`src/rtl/blackjack_engine.sv`:
```
// Single-table blackjack round controller: LFSR card source, player hit/stand loop,
// automatic dealer play, round resolution and a saturating score counter.
module blackjack_engine #(
    parameter int unsigned MAX_CARDS    = 6,
    parameter int unsigned SCORE_W      = 5,
    parameter logic [15:0] LFSR_SEED    = 16'hACE1,
    parameter int unsigned DEALER_STAND = 17
) (
    input  logic                   clk,
    input  logic                   rst,
    input  logic                   deal_i,
    input  logic                   hit_i,
    input  logic                   stand_i,
    input  logic                   inj_valid_i,
    input  logic [3:0]             inj_card_i,
    output logic [4*MAX_CARDS-1:0] player_cards_o,
    output logic [4*MAX_CARDS-1:0] dealer_cards_o,
    output logic [6:0]             player_sum_o,
    output logic [6:0]             dealer_sum_o,
    output logic                   hole_hidden_o,
    output logic [2:0]             result_o,
    output logic [SCORE_W-1:0]     score_o,
    output logic                   busy_o
);

    localparam int unsigned CntW = $clog2(MAX_CARDS + 1);
    localparam logic [CntW-1:0] MaxCnt = CntW'(MAX_CARDS);
    localparam logic [6:0] StandSum = 7'(DEALER_STAND);
    localparam logic [SCORE_W-1:0] ScoreMax = {SCORE_W{1'b1}};

    localparam logic [2:0] ResNone = 3'd0;
    localparam logic [2:0] ResLose = 3'd1;
    localparam logic [2:0] ResWin  = 3'd2;
    localparam logic [2:0] ResDraw = 3'd3;
    localparam logic [2:0] ResBj   = 3'd4;

    typedef enum logic [2:0] {
        StIdle, StDeal, StPlayer, StPDraw, StDealer, StResolve, StDone
    } state_e;

    state_e                 state_q, state_d;
    logic [15:0]            lfsr_q, lfsr_d;
    logic [4*MAX_CARDS-1:0] pcards_q, pcards_d, dcards_q, dcards_d;
    logic [CntW-1:0]        pcnt_q, pcnt_d, dcnt_q, dcnt_d;
    logic [1:0]             deal_cnt_q, deal_cnt_d;
    logic                   hidden_q, hidden_d;
    logic [2:0]             result_q, result_d;
    logic [SCORE_W-1:0]     score_q, score_d;

    logic                   draw_ok;
    logic [3:0]             draw_rank;
    logic [6:0]             psum_q, dsum_q;
    logic                   p_bj, d_bj;
    logic [2:0]             res;

    // Best total of a hand: aces count 1, one of them promoted to 11 when that stays <= 21.
    function automatic logic [6:0] hand_sum(input logic [4*MAX_CARDS-1:0] h);
        logic [6:0] raw;
        logic       ace;
        logic [3:0] r;
        raw = '0;
        ace = 1'b0;
        for (int k = 0; k < MAX_CARDS; k++) begin
            r = h[4*k +: 4];
            if (r >= 4'd10) raw = raw + 7'd10;
            else            raw = raw + {3'b000, r};
            if (r == 4'd1) ace = 1'b1;
        end
        if (ace && (raw + 7'd10 <= 7'd21)) raw = raw + 7'd10;
        return raw;
    endfunction

    assign draw_ok   = inj_valid_i || ((lfsr_q[3:0] != 4'd0) && (lfsr_q[3:0] <= 4'd13));
    assign draw_rank = inj_valid_i ? inj_card_i : lfsr_q[3:0];
    assign psum_q    = hand_sum(pcards_q);
    assign dsum_q    = hand_sum(dcards_q);
    assign p_bj      = (pcnt_q == CntW'(2)) && (psum_q == 7'd21);
    assign d_bj      = (dcnt_q == CntW'(2)) && (dsum_q == 7'd21);

    // Round outcome, evaluated on the settled hands while in RESOLVE.
    always_comb begin
        res = ResLose;
        if (psum_q > 7'd21)       res = ResLose;
        else if (p_bj)            res = d_bj ? ResDraw : ResBj;
        else if (d_bj)            res = ResLose;
        else if (dsum_q > 7'd21)  res = ResWin;
        else if (psum_q == dsum_q) res = ResDraw;
        else if (psum_q > dsum_q) res = ResWin;
        else                      res = ResLose;
    end

    // Next-state logic: FSM, card placement, LFSR step, result and score update.
    always_comb begin
        state_d    = state_q;
        lfsr_d     = {1'b0, lfsr_q[15:1]} ^ (lfsr_q[0] ? 16'hB400 : 16'h0000);
        pcards_d   = pcards_q;
        dcards_d   = dcards_q;
        pcnt_d     = pcnt_q;
        dcnt_d     = dcnt_q;
        deal_cnt_d = deal_cnt_q;
        hidden_d   = hidden_q;
        result_d   = result_q;
        score_d    = score_q;
        unique case (state_q)
            StIdle, StDone: begin
                if (deal_i) begin
                    state_d    = StDeal;
                    pcards_d   = '0;
                    dcards_d   = '0;
                    pcnt_d     = '0;
                    dcnt_d     = '0;
                    deal_cnt_d = '0;
                    hidden_d   = 1'b1;
                    result_d   = ResNone;
                end
            end
            StDeal: begin
                if (draw_ok) begin
                    // Alternate P0, D0, P1, D1.
                    if (deal_cnt_q[0]) begin
                        dcards_d[4*dcnt_q +: 4] = draw_rank;
                        dcnt_d = dcnt_q + 1'b1;
                    end else begin
                        pcards_d[4*pcnt_q +: 4] = draw_rank;
                        pcnt_d = pcnt_q + 1'b1;
                    end
                    deal_cnt_d = deal_cnt_q + 2'd1;
                    if (deal_cnt_q == 2'd3) begin
                        if (hand_sum(pcards_d) == 7'd21 || hand_sum(dcards_d) == 7'd21) begin
                            state_d  = StResolve;
                            hidden_d = 1'b0;
                        end else begin
                            state_d = StPlayer;
                        end
                    end
                end
            end
            StPlayer: begin
                if (stand_i) begin
                    state_d  = StDealer;
                    hidden_d = 1'b0;
                end else if (hit_i) begin
                    state_d = StPDraw;
                end
            end
            StPDraw: begin
                if (draw_ok) begin
                    pcards_d[4*pcnt_q +: 4] = draw_rank;
                    pcnt_d = pcnt_q + 1'b1;
                    if (hand_sum(pcards_d) > 7'd21) begin
                        state_d  = StResolve;
                        hidden_d = 1'b0;
                    end else if (pcnt_d == MaxCnt) begin
                        state_d  = StDealer;
                        hidden_d = 1'b0;
                    end else begin
                        state_d = StPlayer;
                    end
                end
            end
            StDealer: begin
                if (dsum_q < StandSum && dcnt_q < MaxCnt) begin
                    if (draw_ok) begin
                        dcards_d[4*dcnt_q +: 4] = draw_rank;
                        dcnt_d = dcnt_q + 1'b1;
                    end
                end else begin
                    state_d = StResolve;
                end
            end
            StResolve: begin
                result_d = res;
                state_d  = StDone;
                unique case (res)
                    ResBj:   score_d = (score_q >= ScoreMax - 1'b1) ? ScoreMax : score_q + 2'd2;
                    ResWin:  score_d = (score_q == ScoreMax) ? ScoreMax : score_q + 1'b1;
                    ResLose: score_d = (score_q == '0) ? '0 : score_q - 1'b1;
                    default: score_d = score_q;
                endcase
            end
            default: state_d = StIdle;
        endcase
    end

    // State registers with synchronous reset; reset aborts any round in progress.
    always_ff @(posedge clk) begin
        if (rst) begin
            state_q    <= StIdle;
            lfsr_q     <= LFSR_SEED;
            pcards_q   <= '0;
            dcards_q   <= '0;
            pcnt_q     <= '0;
            dcnt_q     <= '0;
            deal_cnt_q <= '0;
            hidden_q   <= 1'b0;
            result_q   <= ResNone;
            score_q    <= '0;
        end else begin
            state_q    <= state_d;
            lfsr_q     <= lfsr_d;
            pcards_q   <= pcards_d;
            dcards_q   <= dcards_d;
            pcnt_q     <= pcnt_d;
            dcnt_q     <= dcnt_d;
            deal_cnt_q <= deal_cnt_d;
            hidden_q   <= hidden_d;
            result_q   <= result_d;
            score_q    <= score_d;
        end
    end

    // Display view: hole card and dealer total are concealed until revealed.
    always_comb begin
        dealer_cards_o = dcards_q;
        if (hidden_q) dealer_cards_o[7:4] = 4'h0;
        dealer_sum_o   = hidden_q ? 7'd0 : dsum_q;
    end

    assign player_cards_o = pcards_q;
    assign player_sum_o   = psum_q;
    assign hole_hidden_o  = hidden_q;
    assign result_o       = result_q;
    assign score_o        = score_q;
    assign busy_o         = (state_q == StDeal) || (state_q == StPDraw) ||
                            (state_q == StDealer) || (state_q == StResolve);

endmodule

```
`config.mk`:
```
export PLATFORM = sky130hd
export DESIGN_NAME = blackjack_engine
export DESIGN_NICKNAME = d
export VERILOG_FILES = /design/src/rtl/blackjack_engine.sv
export SDC_FILE = /design/constraint.sdc
export NUM_CORES = 1
export LEC_CHECK = 0
export CAP_MARGIN = 20
export CORE_ASPECT_RATIO = 0.5
export CORE_MARGIN = 2
export CORE_UTILIZATION = 40
export CTS_BUF_LIST = sky130_fd_sc_hd__clkbuf_4
export CTS_CLUSTER_DIAMETER = 80
export DETAILED_ROUTE_END_ITERATION = 7
export GPL_ROUTABILITY_DRIVEN = 0
export PLACE_DENSITY = 0.59
export SETUP_SLACK_MARGIN = 0.02
export SYNTH_ARGS = -nofsm -noshare
export SYNTH_HDL_FRONTEND = slang
export SYNTH_SLANG_ARGS = --single-unit
```
`constraint.sdc`:
```
create_clock -name clk -period 17.8 [get_ports clk]
set_input_delay 2.67 -clock clk [delete_from_list [all_inputs] [get_ports clk]]
set_output_delay 2.67 -clock clk [all_outputs]
set_load 0.01 [all_outputs]
```
; Yosys cells after proc, flatten, opt, wreduce, memory -nomap -nowiden
; Cells that the tools add are included.
[totals]
register_bits = 84
latchBits = 0
ram_bits = 0
mem_bits_ro = 0
inputBits = 10
out_inout_bits = 72
elab_cells = 410
n_memories = 0
[op_classes]
add_sub_neg = 63
mul = 0
div = 0
n_lt_le_gt_ge = 43
eq_ne = 62
n_shift = 4
mux = 194
bitwise = 1
n_reduce_logical = 33
[ops]
columns = op, n
row1 = two-way mux 7 bit, 87
row2 = two-way mux 24 bit, 12
row3 = adder 7 x 4 -> 7 bit (second input constant), 30
row4 = adder 7 x 4 -> 7 bit, 25
row5 = case mux 24 bit (3 select lines), 2
row6 = == test 4 x 1 -> 1 bit (second input constant), 30
row7 = greater-or-equal comparator 4 bit (second input constant), 30
row8 = negator 5 -> 34 bit, 2
row9 = variable shift 4 x 34 -> 24 bit (first input constant), 2
row10 = variable part select 4 x 34 -> 24 bit, 2
row11 = two-way mux 3 bit, 21
row12 = bitwise mux 24 bit, 2
row13 = two-way mux 1 bit, 46
row14 = less-or-equal comparator 7 x 5 -> 1 bit (second input constant), 5
row15 = == test 7 x 5 -> 1 bit (second input constant), 4
row16 = two-way mux 4 bit, 7
row17 = inequality test 2 bit (second input constant), 11
row18 = greater-than comparator 7 x 5 -> 1 bit (second input constant), 3
row19 = case mux 3 bit (3 select lines), 2
row20 = case mux 3 bit (6 select lines), 1
row21 = two-way mux 16 bit, 1
row22 = bitwise XOR 15 x 16 -> 16 bit, 1
row23 = == test 3 x 2 -> 1 bit (second input constant), 5
row24 = == test 3 bit (second input constant), 5
row25 = other kinds (35), 64

; Depth between registers and ports, before layout
; Gate-level depths: netlist of the first run.
[logic_depth]
ltp_word = 49
mapped_depth = 50
ltp_nobuf = 47

; Worst setup path before layout of the first run
; No wires, ideal clock.
[synth_timing]
path_type = input to register
start = input port inj_valid_i
end = register hidden_q, in the netlist hole_hidden_o
setup_ns = 0.125
arrival_ns = 10.017
required_time_ns = 17.675
setup_slack_ns = 7.658
cell_stages = 36
n_path_buf = 1
path_cell_list = buf_4 mux2i_1 nor2_1 mux2i_1 a21oi_1 ha_1 fa_1 mux2i_1 inv_1 ha_1 a21o_1 a21oi_1 nor2b_1 nor3_1 a31oi_2 inv_1 ha_1 xnor2_1 nand2_1 o21ai_0 ha_1 xnor2_1 nor2_1 nor3_1 ha_1 o21ai_0 nor3b_1 a221oi_1 or4b_2 a31oi_1 o31ai_1 mux2i_1 o31a_1 a32o_1 a21o_1 a31oi_1
[synth_via]
elab_chain_cells = 47
word_cells_on_any_way = 202
cone_classes = add/sub: 33 / order compare: 22 / eq/ne: 24 / shift: 2 / mux: 115 / reduce/logical: 6
[synth_lines]
columns = element, line
row1 = "start, declared", 14  ; input logic inj_valid_i,
row2 = two-way mux 4 bit, 74  ; assign draw_rank = inj_valid_i ? inj_card_i : lfsr_q[3:0];
row3 = "variable part select 4 x 34 -> 24 bit, on equally long branches", "124, 148, 121"
row4 = "bitwise mux 24 bit, on equally long branches", "124, 148, 121"
row5 = two-way mux 24 bit, 120  ; if (deal_cnt_q[0]) begin
row6 = two-way mux 24 bit, 118  ; if (draw_ok) begin
row7 = two-way mux 24 bit, 104  ; unique case (state_q)
row8 = greater-or-equal comparator 4 bit, 65  ; if (r >= 4'd10) raw = raw + 7'd10;
row9 = two-way mux 4 bit, 65
row10 = (+31 left out), n/a
row11 = two-way mux 7 bit, 69  ; if (ace && (raw + 7'd10 <= 7'd21)) raw = raw + 7'd10;
row12 = two-way mux 7 bit, 128  ; if (deal_cnt_q == 2'd3) begin
row13 = two-way mux 7 bit, 118
row14 = two-way mux 7 bit, 104
row15 = == test 7 x 5 -> 1 bit, 129  ; if (hand_sum(pcards_d) == 7'd21 || hand_sum(dcards_d) == 7'd21) begin
row16 = logical OR 1 bit, 129
row17 = inequality test 2 bit (no source line), n/a
row18 = AND reduction 8 bit (no source line), n/a
row19 = "end signal, assigned", 206  ; hidden_q <= hidden_d;
row20 = "end, declared", 46  ; logic hidden_q, hidden_d;
; Several ways; a longest one is shown, not always the timed one. The select of a mux whose other input is x is not followed.
; A chain may end at the register's enable or synchronous reset.

; Worst setup path after layout of the first run
[layout_timing]
start = register pcards_q[3], in the netlist player_cards_o[3]
end = output port player_sum_o[2]
[layout_via]
elab_chain_cells = 16
word_cells_on_any_way = 28
cone_classes = add/sub: 11 / order compare: 2 / eq/ne: 1 / mux: 13 / reduce/logical: 1
[layout_lines]
columns = element, line
row1 = "start, declared", 43  ; logic [4*MAX_CARDS-1:0] pcards_q, pcards_d, dcards_q, dcards_d;
row2 = "start signal, assigned", 201  ; pcards_q <= pcards_d;
row3 = greater-or-equal comparator 4 bit, 65
row4 = two-way mux 4 bit, 65
row5 = "adder 7 x 4 -> 7 bit, on equally long branches", "66, 65"
row6 = two-way mux 7 bit, 65
row7 = "adder 7 x 4 -> 7 bit, on equally long branches", "66, 65"
row8 = two-way mux 7 bit, 65
row9 = "adder 7 x 4 -> 7 bit, on equally long branches", "66, 65"
row10 = two-way mux 7 bit, 65
row11 = "adder 7 x 4 -> 7 bit, on equally long branches", "66, 65"
row12 = two-way mux 7 bit, 65
row13 = "adder 7 x 4 -> 7 bit, on equally long branches", "66, 65"
row14 = two-way mux 7 bit, 65
row15 = adder 7 x 4 -> 7 bit, 69
row16 = less-or-equal comparator 7 x 5 -> 1 bit, 69
row17 = logical AND 1 bit, 69
row18 = two-way mux 7 bit *, 69
row19 = "end, declared", 18  ; output logic [6:0] player_sum_o,
; Mark *: on every way between the ends. The rest lies on a longest branch, timed or not.

==> results of run 1 <==
[routing by layer]
| layer | up-vias | wire (µm) |
|---|---|---|
| li1 | 8026 | - |
| met1 | 7700 | 24380 |
| met2 | 514 | 21970 |
| met3 | 75 | 3110 |
| met4 | 0 | 1179 |
| met5 | - | 0 |
[cell type report]
type,instances,area share (%)
tap,530,3.914
clock buffer,10,0.4431
timing repair buffer,98,5.509
antenna,1,0.01477
clock inverter,5,0.3175
multi-input combinational,1839,76.89
inverter,135,2.991
sequential,84,9.925
[worst max-delay path: cells and delay by family (launching register included)]
kind	cells	cell delay (ns)
AO/OA/AOI/OAI	11	3.09
adder cells (fa/ha/maj)	7	2.85
buffers and inverters	7	1.27
flip-flops	1	0.55
multiplexers	2	0.97
AND/OR/NAND/NOR	4	0.66
[path summary, 6_finish.rpt]
check / depth (start not counted) / from / slack, ns / to
max: 31 / player_cards_o[3] / 5.23 / player_sum_o[2]
min reg2reg: 1 / lfsr_q[6] / 0.40 / lfsr_q[5]
min: 1 / lfsr_q[6] / 0.40 / lfsr_q[5]
max reg2reg: 44 / player_cards_o[3] / 6.70 / score_o[2]
[stage by stage]
| stage | power (mW) | instances | util, % |
|---|---|---|---|
| floorplan | 0.8346 | 2155 | - |
| global placement | 1.029 | 2685 | 43.31 |
| detailed placement | 1.037 | 2685 | 43.31 |
| CTS | 1.156 | 2700 | 43.65 |
| global route | 1.269 | 2702 | 43.67 |
| finish | 1.169 | 2702 | 43.67 |
[cell families (layout without fill, tap and decap cells)]
logic type      count (synthesis)  count (layout)
compound gates                675             675
xor+xnor                       86              86
fa+ha+maj                     192             192
buf+inv                       232             248
flops                          84              84
mux                            89              89
other cells                     0               1
simple gates                  797             797
[state kept, by name, summed over array words and instances (netlist names)]
| register | count |
|---|---|
| hole_hidden_o | 1 |
| dcards_q | 24 |
| state_q | 3 |
| player_cards_o | 24 |
| score_o | 5 |
| dcnt_q | 3 |
| deal_cnt_q | 2 |
| pcnt_q | 3 |
| lfsr_q | 16 |
| result_o | 3 |
[placed cells by master (no fill, tap or decap), types with 25 or more instances in the layout]
master,instances
mux2i_1,43
ha_1,167
nor2b_1,48
a21oi_1,141
a22oi_1,31
a21o_1,51
a31oi_1,30
nor2_1,209
nand3_1,50
inv_1,131
or3_1,25
xnor2_1,53
nand2_1,223
o21ai_0,115
mux2_2,44
o31ai_1,35
dfxtp_1,84
o211ai_1,26
clkdlybuf4s50_1,80
fa_1,25
nor3_1,57
xor2_1,27
[report_power, final]
part / internal, mW / leakage, nW / switching, mW
clock: 0.0429 / 0.0659 / 0.0757
combinational: 0.296 / 6.43 / 0.532
sequential: 0.199 / 0.682 / 0.0236
total: 0.538 / 7.18 / 0.631
==> flow_summary.toml, run 1 <==
[logic_synthesis]
synth_top_area_share_pct = 13.32
yosysMostFrequentCell = "nand2_1"
synth_top_family_by_area = "compound AO/OA/AOI/OAI gates"
ys_warn_count = 0
ys_seq_area_share_pct = 10.72
synth.area.mux_share_pct = 6.039
syn_avg_cell_area_um2 = 7.278
synth_flop_cell = "dfxtp_1"
synthTopCellsByCount = "223 x nand2_1, 209 x nor2_1, 167 x ha_1, 141 x a21oi_1, 131 x inv_1"
synth_nets = 2357
synth_area_leader_cell = "ha_1"
post_synth_num_cell_types = 109
ys_ff_latch = 84
synth_edf_count = 0
synthXorXnorAreaFrac_pct = 5.369
synthTopCellsByArea = "ha_1 13%, dfxtp_1 11%, nand2_1 5.3%"
synth_area_um2 = 15680
synthArstFlopShare_pct = 0
synth-simple-area-share_pct = 25.22
synth_compound_area_share_pct = 29.90
synthAdderAreaFrac_pct = 16.51
syn_inst = 2155

[sta]
holdWs_ns = 0.4030
slew_viol_final = 0
relSlewSlack_pct = 22.13
fin_crit_ns = 12.57
finalSetupViolations = 0
max_freq_mhz = 79.58
rsz0062_at_grt = "false"
hold_viol = 0
fin_skew_ns = 0.02699
period_share_pct = 70.60
worst_slack_ns = 5.234
worst_pin_slew_ns = 1.164
setup_tns_ns = 0

[floorplan]
dieArea_um2 = 40910
die_w_um = 284.0
start_util_pct = 40.43
core_um2 = 38800
rows = 51
fp.dieH_um = 144.0
pin_count = 82

[global_route]
track_usage_pct = 24.17
antenna_found_initial = 1
use_met2_pct = 38.88
grtUsageMet1_pct = 34.11
overflow = 0
grt_pass1_vias = 14792
grt_pass1_wl_mm = 80.59
grt_use_met3_pct = 3.091
grt_max_degree = 63
grt_busiest_layer = "met2"

[clocking]
clk_latency_ns = 0.49
cts_tree = "built"
holdBufCountCts = 0
clockBufferDepth = 2
cts_root_buf = "clkbuf_4"
clk_pin_slew_ns = 0.16
cts-htree-levels = 3
cts.sinks = 84
cts.repair.resized = 0
cts_setup_buffers = 0
cts_made_buffers = 9

[worst_setup_path]
cp.arrival_ns = 9.90
required_ns = 15.13
worst-setup-path-type = "reg2out"
worst_path_largest_cell_delay_ns = 0.69
crit_path_end_kind = "output port"
startpoint_type = "flop"
crit_fanout = 9
critical-path-slowest-cell = "a21boi_0"
path_common_cell = "inv_1"

[detailed_routing]
via_per_inst = 6.038
drtAntennaViolNets = 0
vias = 16315
routed_wl_mm = 50.64
detail_route.wl_per_cell_um = 18.74
drc = 0
first_pass_iters = 7
drtIter0Drc = 1391

[layout]
syn_to_final_growth_pct = 8.034
fin_area_um2 = 16940
nNetsFinal = 2369
nFillCells = 4063
drive_above_1_share_pct = 6.863
regArea_um2 = 1682
multiInputGateArea_um2 = 13030

[placement]
io_buffers = 81
place_hpwl_mm = 40.25
place_ws_ns = 5.672
placed_area_um2 = 16800

[pwr]
leakage_nw = 7.181
powerDensity_nw_per_um2 = 68.99
ir_drop_v = 0.00004584

[min_path]
hold_class = "reg2reg"

[flow_run]
drv_cap = 0

[status]
outcome = "finished, final reports clean"
(Power assumes the default switching activity.)
==> run 2, diff against run 1 <==
--- a/config.mk
+++ b/config.mk
@@ -13,7 +13,7 @@
 export CTS_CLUSTER_DIAMETER = 80
 export DETAILED_ROUTE_END_ITERATION = 7
 export GPL_ROUTABILITY_DRIVEN = 0
-export PLACE_DENSITY = 0.59
+export PLACE_DENSITY = 0.61
 export SETUP_SLACK_MARGIN = 0.02
 export SYNTH_ARGS = -nofsm -noshare
 export SYNTH_HDL_FRONTEND = slang
==> constraint.sdc (replaced) <==
create_clock -name clk -period 10.3 [get_ports clk]
set_input_delay 1.545 -clock clk [delete_from_list [all_inputs] [get_ports clk]]
set_output_delay 1.545 -clock clk [all_outputs]
set_load 0.01 [all_outputs]
==> flow_summary.toml, run 2 (same netlist as run 1, synthesis figures left out) <==
[detailed_routing]
detail_route.wl_per_cell_um = 18.28
via_per_inst = 5.997
routed_wl_mm = 50.44
drtAntennaViolNets = 0
drtIter0Drc = 1404
drc = 0
vias = 16546
first_pass_iters = 7

[pwr]
ir_drop_v = 0.00008467
fin_total_pwr_mw = 2.117
leakage_nw = 7.589
powerDensity_nw_per_um2 = 120.2

[sta]
fin_skew_ns = 0.02618
hold_viol = 0
fin_crit_ns = 9.765
relSlewSlack_pct = 27.46
finalSetupViolations = 0
worst_pin_slew_ns = 1.086
setup_tns_ns = 0
max_freq_mhz = 102.4
period_share_pct = 94.81
slew_viol_final = 0
rsz0062_at_grt = "false"

[global_route]
overflow = 0
grt_pass1_vias = 14933
antenna_found_initial = 1
grt_pass1_wl_mm = 80.14
grt_max_degree = 63
track_usage_pct = 23.91

[min_path]
hold_class = "reg2reg"
min-delay-start = "lfsr_q[7]"
hold_depth = 1
min_to = "lfsr_q[6]"

[floorplan]
rows = 51
pin_count = 82
dieArea_um2 = 40910
fp.dieH_um = 144.0
core_um2 = 38800
die_w_um = 284.0
start_util_pct = 40.43

[clocking]
cts_tree = "built"
clk_pin_slew_ns = 0.14
cts-htree-levels = 3
cts_made_buffers = 9
holdBufCountCts = 0
cts.sinks = 84
cts_root_buf = "clkbuf_4"
clk_latency_ns = 0.51
clockBufferDepth = 2

[layout]
drive_above_1_share_pct = 10.86
nNetsFinal = 2425
final_common_cell = "nand2_1"
final_cell_mix = "223 x nand2_1, 208 x nor2_1, 165 x ha_1"
syn_to_final_growth_pct = 12.29
nFillCells = 4020

[worst_setup_path]
r2r_slack_ns = 0.71
r2r-end = "state_q[0]"
worst-setup-path-type = "reg2out"
critical-path-slowest-cell = "or4_4"
required_ns = 8.76
r2r_start = "pcnt_q[0]"
cp.arrival_ns = 8.22
reg2regPathDepth = 36
worst_path_largest_cell_delay_ns = 0.58
crit_fanout = 10
crit_path_end_kind = "output port"
startpoint_type = "flop"

[placement]
place_hpwl_mm = 40.40
io_buffers = 81

[flow_run]
drv_cap = 0

[status]
outcome = "finished, final reports clean"
[run 2: cell types whose count changed in the layout (fill, tap and decap cells not counted), moves of 3 or more]
cell,delta
a21oi_2,+5
dfxtp_1,-3
xnor2_2,+5
mux2i_4,+3
xnor2_1,-5
o21ai_0,-6
buf_4,+54
a21oi_1,-5
o21ai_1,+3
mux2i_1,-5
o21ai_2,+3
[run 2: critical path, delay by kind of cell (launching register included)]
family	cells	cell delay, ns
buf+inv	4	0.76
simple gates	15	3.03
flops	1	0.38
xor+xnor	3	0.46
compound gates	5	0.81
fa+ha+maj	6	1.78
mux	2	0.50
[run 2: worst max path at each step]
stage	start	endpoint	slack, ns	depth (start not counted)
floorplan	player_cards_o[3]	score_o[1]	0.89	45
global placement	inj_valid_i	hole_hidden_o	0.09	37
detailed placement	inj_valid_i	hole_hidden_o	-0.18	37
CTS	player_cards_o[1]	player_sum_o[4]	0.02	35
global route	player_cards_o[1]	score_o[4]	0.01	47
finish	dcards_q[2]	dealer_sum_o[3]	0.53	35
[run 2: per-stage QoR]
| step | area [µm²] | cells | setup slack, ns | hold slack [ns] | utilization [%] |
|---|---|---|---|---|---|
| 5_1_grt | 17610 | 2759 | 0.009721 | 0.4391 | 45.39 |
| 3_5_place_dp | 17210 | 2737 | -0.1824 | 0.3996 | 44.35 |
| 4_1_cts | 17350 | 2753 | 0.02487 | 0.4279 | 44.73 |
| 6_report | 17610 | 2759 | 0.5348 | 0.4343 | 45.39 |
| 2_1_floorplan | 15680 | 2155 | 0.8941 | 0.3895 | - |
| 3_3_place_gp | 17210 | 2737 | 0.09343 | 0.3955 | 44.35 |
[run 2: area by class of cell]
cell class / count / area [µm²] / area share, %
well taps: 530 / 663.1 / 3.765
multi-input cells: 1839 / 13230 / 75.10
clock inverters: 7 / 73.82 / 0.4192
inverters: 135 / 506.7 / 2.877
repair buffers: 154 / 1384 / 7.857
diodes: 1 / 2.502 / 0.01421
clock buffers: 9 / 67.56 / 0.3836
flip-flops and latches: 84 / 1688 / 9.584
[run 2: routing by layer]
metal / GRT usage [%] / up-vias / wire (µm)
li1: - / 8135 / -
met1: 33.65 / 7877 / 24400
met2: 39.33 / 485 / 22610
met3: 2.461 / 49 / 2511
met4: 5.873 / 0 / 917
met5: 0 / - / 0
[run 2: power by group]
part | internal, mW | leakage [nW] | switching (mW) | total (mW)
logic | 0.577 | 6.83 | 0.933 | 1.51
registers | 0.344 | 0.684 | 0.0470 | 0.391
clock network | 0.0751 | 0.0767 | 0.140 | 0.215
total | 0.997 | 7.59 | 1.12 | 2.12
[run 2: timing repair]
item,4_1_cts,5_1_grt
resized for setup,3,50
pin swaps,0,4
setup buffers,0,4
endpoints found under the setup margin,4,22
